[src/rtl/paddle_ctrl.sv]
`timescale 1ns/1ps
`default_nettype none
// ============================================================================
//  Module      : paddle_ctrl
//  Description : Two-player paddle controller. Synchronizes and debounces
//                four raw push buttons, detects the rising edge of the frame
//                marker and moves each paddle by STEP lines per frame,
//                saturating at the top and bottom of the playfield.
//  Revision    : 1.0 - initial release
// ============================================================================
module paddle_ctrl #(
  parameter int SCREEN_H   = 480,
  parameter int PADDLE_H   = 64,
  parameter int STEP       = 4,
  parameter int DEB_CYCLES = 250000
) (
  input  logic       clk,
  input  logic       rst,
  input  logic       left_up,
  input  logic       left_down,
  input  logic       right_up,
  input  logic       right_down,
  input  logic       frame_tick,
  output logic [3:0] btn,
  output logic [9:0] left_pos,
  output logic [9:0] right_pos
);

  // Debounce counter sized to hold DEB_CYCLES-1.
  localparam int            CW           = $clog2(DEB_CYCLES);
  localparam logic [CW-1:0] C_DEB_LAST   = CW'(DEB_CYCLES - 1);

  // Paddle travel limits: top line ranges over 0 .. SCREEN_H-PADDLE_H.
  localparam logic [9:0]    C_POS_MAX    = 10'(SCREEN_H - PADDLE_H);
  localparam logic [9:0]    C_POS_RST    = 10'((SCREEN_H - PADDLE_H) / 2);
  localparam logic [9:0]    C_STEP       = 10'(STEP);
  localparam logic [9:0]    C_DOWN_LIMIT = 10'(SCREEN_H - PADDLE_H - STEP);

  // Raw buttons gathered in the same bit order as the debounced output.
  logic [3:0] w_raw;
  logic [3:0] r_sync1;
  logic [3:0] r_sync2;
  logic [3:0] w_btn;
  logic       r_ft_d;
  logic       w_move;
  logic [9:0] w_left_nxt;
  logic [9:0] w_right_nxt;

  assign w_raw = {right_down, right_up, left_down, left_up};

  // Two-flop synchronizer for the asynchronous button inputs.
  always_ff @(posedge clk or posedge rst) begin
    if (rst) begin
      r_sync1 <= 4'b0000;
      r_sync2 <= 4'b0000;
    end else begin
      r_sync1 <= w_raw;
      r_sync2 <= r_sync1;
    end
  end

  // One debouncer per button: the level is accepted only after the
  // synchronized value has disagreed with it for DEB_CYCLES straight cycles.
  for (genvar i = 0; i < 4; i++) begin : g_deb
    logic [CW-1:0] r_cnt;
    logic          r_deb;

    // Count consecutive disagreeing cycles; flip and restart on the last one.
    always_ff @(posedge clk or posedge rst) begin
      if (rst) begin
        r_cnt <= '0;
        r_deb <= 1'b0;
      end else if (r_sync2[i] == r_deb) begin
        r_cnt <= '0;
      end else if (r_cnt == C_DEB_LAST) begin
        r_deb <= r_sync2[i];
        r_cnt <= '0;
      end else begin
        r_cnt <= r_cnt + CW'(1);
      end
    end

    assign w_btn[i] = r_deb;
  end

  assign btn = w_btn;

  // Delayed copy of the frame marker for rising-edge detection.
  always_ff @(posedge clk or posedge rst) begin
    if (rst) begin
      r_ft_d <= 1'b0;
    end else begin
      r_ft_d <= frame_tick;
    end
  end

  // A long high frame marker still yields a single move.
  assign w_move = frame_tick & ~r_ft_d;

  // Saturating one-step move; conflicting or idle buttons leave it in place.
  function automatic logic [9:0] f_step(input logic [9:0] pos,
                                        input logic       up,
                                        input logic       down);
    logic [9:0] res;
    res = pos;
    if (up && !down) begin
      res = (pos < C_STEP) ? 10'd0 : pos - C_STEP;
    end else if (down && !up) begin
      res = (pos > C_DOWN_LIMIT) ? C_POS_MAX : pos + C_STEP;
    end
    return res;
  endfunction

  // Next paddle positions; only a move event lets them change.
  always_comb begin
    w_left_nxt  = left_pos;
    w_right_nxt = right_pos;
    if (w_move) begin
      w_left_nxt  = f_step(left_pos,  w_btn[0], w_btn[1]);
      w_right_nxt = f_step(right_pos, w_btn[2], w_btn[3]);
    end
  end

  // Paddle position registers, centred on reset.
  always_ff @(posedge clk or posedge rst) begin
    if (rst) begin
      left_pos  <= C_POS_RST;
      right_pos <= C_POS_RST;
    end else begin
      left_pos  <= w_left_nxt;
      right_pos <= w_right_nxt;
    end
  end

endmodule
`default_nettype wire

[config.mk]
export PLATFORM = sky130hd
export DESIGN_NAME = paddle_ctrl
export DESIGN_NICKNAME = d
export VERILOG_FILES = /design/src/rtl/paddle_ctrl.sv
export SDC_FILE = /design/constraint.sdc
export NUM_CORES = 1
export LEC_CHECK = 0
export ABC_AREA = 1
export ABC_CLOCK_PERIOD_IN_PS = 7240
export CORE_MARGIN = 3
export CORE_UTILIZATION = 62
export DETAILED_ROUTE_END_ITERATION = 10
export PLACE_DENSITY = 0.9
export SYNTH_ARGS = -nofsm -noshare
export SYNTH_HDL_FRONTEND = slang
export SYNTH_SLANG_ARGS = --single-unit
[constraint.sdc]
create_clock -name clk -period 7.24 [get_ports clk]
set_clock_uncertainty 0.1 [all_clocks]
set_input_delay 1.448 -clock clk [delete_from_list [all_inputs] [get_ports clk]]
set_output_delay 1.448 -clock clk [all_outputs]
set_load 0.1 [all_outputs]
; ---- Yosys cells after proc, flatten, opt, wreduce, memory -nomap -nowiden
; Index checks and enable logic that the tools add are counted.
[classes]
addsub = 8
order_cmp = 4
n_eq_ne = 8
mux = 16
bitwise_logic = 6
reduce_logical = 16
[ops]
columns = operator, n
row1 = 2-to-1 mux 18 bit, 8
row2 = 2-to-1 mux 10 bit, 8
row3 = adder 18 x 1 -> 18 bit (second input constant), 4
row4 = equality test 18 bit (second input constant), 4
row5 = adder 10 x 3 -> 10 bit (second input constant), 2
row6 = greater-than comparator 10 x 9 -> 1 bit (second input constant), 2
row7 = less-than comparator 10 x 3 -> 1 bit (second input constant), 2
row8 = subtractor 10 x 3 -> 10 bit (second input constant), 2
row9 = AND reduction 2 bit, 6
row10 = NOT 1 bit, 5
row11 = equality test 1 bit, 4
row12 = logical AND 1 bit, 4
row13 = logical NOT 1 bit, 4
row14 = nonzero test 2 bit, 2
row15 = AND 1 bit, 1
[totals]
reg_bits = 105
input_bits = 7
elab_cells = 71

; ---- Logic depth before layout (Yosys ltp)
[logic_depth]
word_depth = 4
ltp_mapped = 11
ltp_nobuf = 11

; ---- Least setup slack after synthesis
; Ideal clock, no wire load.
[synth_timing]
path_kind = register to output
start = reg left_pos[3]
end = out left_pos[3]
arrival_ns = 0.987
t_required_ns = 5.692
setup_slack_ns = 4.705
stages_incl_launch_ff = 1
path_buffers = 0
cell_sequence = dfrtp_1
[synth_rtl]
columns = item, line
row1 = from (decl), 25  ; output logic [9:0] left_pos,
row2 = from (signal assigned), 130  ; left_pos <= w_left_nxt;
; No word-level cell between the ends.

; ---- Worst setup path in the final report
[layout_timing]
start = reg left_pos[4]
end = out left_pos[4]
; No word-level cell between the ends.

==> results.yml <==
logic_synthesis:
  ys.flop_type: "dfrtp_1"
  synth_cell_types: 36
  synth_edf_count: 0
  ys_seq_area_share_pct: 42.3
  synthArstFlopShare_pct: 100
  yosys.area.top_type_share_pct: 39.6
  syn_inst: 809
  syn_area_mm2: 0.00600
  synthTopCellsByArea: "dfrtp_1 40%, nand2_1 12%, nor2_1 8.9%"
  yosysWarningCount: 0
  syn_area_per_cell_um2: 7.41
  ys_ff_latch: 101
  synth_top_area_cell: "dfrtp_1"
cells_and_area:
  drive_above_1_share_pct: 9.06
  nFillCells: 750
  num-nets-final: 853
  layout_commonest_cell: "nand2_1"
  antenna_cells: 0
  area_growth_pct: 9.29
  final_cell_mix: "184 x nand2_1, 142 x nor2_1, 99 x inv_1, 95 x dfrtp_1, 59 x nand3_1"
drt:
  vias_per_cell: 5.40
  drtAntennaViolNets: 0
  drc: 0
  first_iter_violations: 310
  first_pass_iters: 8
  wire_per_inst_um: 13.1
  routed_wl_mm: 12.7
  vias: 5223
global_route:
  overflow: 0
  antenna_found_initial: 0
  grt_pass1_wl_mm: 22.2
  grt_pass1_vias: 5034
  grtUsageTotal_pct: 24.5
  grt_max_degree: 91
clocking:
  cts_tree: "built"
  post_cts_buffers: 0
  htree_num_levels: 3
  cts_hold_buf: 0
  clockBufferDepth: 2
  insertion_delay_ns: 0.39
  root_buffer: "clkbuf_8"
  numCtsBuffers: 9
  path_clk_slew_ns: 0.10
  cts_sinks: 101
  ctsResizeCount: 0
critical_path:
  crit_end: "left_pos[4]"
  r2r_end: "left_pos[5]$_DFFE_PP0P_"
  rr_worst_depth: 8
  crit_buf_inv: 1
  critPathKind: "reg2out"
  reg2reg_slack_ns: 5.21
  worstReg2RegStart: "g_deb[1].r_deb$_DFFE_PP0P_"
  cp-end-kind: "primary output"
  path_max_fanout: 9
  required_ns: 5.69
  cp_top_family: "buffers and inverters"
  worstPathArrival_ns: 2.20
  slowest_delay_ns: 1.18
  critPathLaunchType: "flip-flop"
  crit_path_start: "left_pos[4]$_DFFE_PP1P_"
  crit_chain: "clkdlybuf4s50_1"
  cp.depth: 1
  crit_path_top_delay_cell: "clkdlybuf4s50_1"
hold_path:
  hold_depth: 0
  worstHoldPathType: "reg2reg"
power:
  peakVddDrop_v: 0.000185
  p_int_mw: 0.757
  pwr-share-seq_pct: 57.7
  p_leak_nw: 3.05
  netSwitchingFraction_pct: 24.4
  power_density_mw_per_mm2: 153
  power.share.clock_pct: 37.9
  p_switching_mw: 0.245
  combPwrFrac_pct: 4.5
sta:
  relSlewSlack_pct: 25.4
  hold_viol_final: 0
  fin_tns_setup_ns: 0
  tightest_slew_ns: 1.12
  fin_crit_ns: 3.75
  grt_setup_unrepaired: "false"
  hold_ws_ns: 0.258
  slew_violations: 0
  setup-violations-final: 0
  finalCritPeriodShare_pct: 51.7
  fmax_mhz: 267
floorplan:
  core_region_area_mm2: 0.00933
  io_pins: 31
  floorplan.rows: 35
  dieHeight_um: 104
  initial_core_util_pct: 64.3
  die_area_mm2: 0.0109
  die_x_um: 104
placement:
  io_buffers: 26
  gp_congestion: 0.958
  hpwl_mm: 9.32
status:
  status: "finished, final reports clean"
run:
  maxCapViolCount: 0
## cell type report
class	count	area, um^2	area share, %
clock buffer	10	138	2.10
clock inverter	6	76.3	1.16
inverter	111	422	6.43
multi-input combinational	584	2950	45.1
sequential	101	2530	38.7
tap	129	161	2.46
timing repair buffer	27	268	4.09
## through the flow
step	std cells	power, mW	setup WS, ns	utilization, %	instance area (um^2)
2_1_floorplan	812	0.623	3.05	-	6010
3_3_place_gp	952	0.633	3.95	68.0	6340
3_5_place_dp	952	0.635	3.91	68.0	6340
4_1_cts	968	1.01	3.49	70.2	6550
5_1_grt	968	1.04	3.46	70.2	6550
6_report	968	1.00	3.49	70.2	6550
## kinds of logic (layout without fill, tap and decap cells)
| logic type | after synthesis | in the layout | synth area share (%) |
|---|---|---|---|
| fa+ha+maj | 12 | 12 | 2.50 |
| other cells | 1 | 4 | 0.0625 |
| buf+inv | 127 | 154 | 8.66 |
| xor+xnor | 42 | 42 | 6.14 |
| compound gates | 46 | 46 | 4.28 |
| simple gates | 480 | 480 | 36.1 |
| flops | 101 | 101 | 42.3 |
## synth_stat cells, types with 12 or more instances
| library cell | number |
|---|---|
| a21oi_1 | 19 |
| dfrtp_1 | 95 |
| ha_1 | 12 |
| inv_1 | 100 |
| nand2_1 | 184 |
| nand3_1 | 59 |
| nand4_1 | 18 |
| nor2_1 | 142 |
| nor2_2 | 14 |
| nor3_1 | 31 |
| o21ai_0 | 15 |
| xor2_1 | 36 |
## metal layers
layer	up-vias	global-route usage (%)	wire (um)
met2	179	42.3	6410
met4	0	9.02	227
met3	29	4.84	735
li1	2598	-	-
met5	-	0	0
met1	2417	30.5	5320
## power groups by stage
stage | Sequential, mW | Clock (mW) | Combinational [mW]
CTS | 0.578 | 0.388 | 0.0461
finish | 0.578 | 0.379 | 0.0450
detailed placement | 0.589 | 0 | 0.0460
global route | 0.579 | 0.409 | 0.0514
global placement | 0.588 | 0 | 0.0448
floorplan | 0.587 | 0 | 0.0358
## worst min-delay path by stage
stage,endpoint,from
after floorplan,r_sync2[0]$_DFF_PP0_,r_sync1[0]$_DFF_PP0_
after global placement,r_sync2[0]$_DFF_PP0_,r_sync1[0]$_DFF_PP0_
after detailed placement,r_sync2[0]$_DFF_PP0_,r_sync1[0]$_DFF_PP0_
after CTS,r_sync2[0]$_DFF_PP0_,r_sync1[0]$_DFF_PP0_
after global routing,r_sync2[1]$_DFF_PP0_,r_sync1[1]$_DFF_PP0_
final,r_sync2[0]$_DFF_PP0_,r_sync1[0]$_DFF_PP0_
## sequential cells by signal (all words and copies together), names as in the netlist
| signal | flops |
|---|---|
| g_deb.r_deb | 4 |
| r_sync2 | 4 |
| r_sync1 | 4 |
| r_ft_d | 1 |
| left_pos | 8 |
| g_deb.r_cnt | 72 |
| right_pos | 8 |
Power figures use the tool's default switching activity.
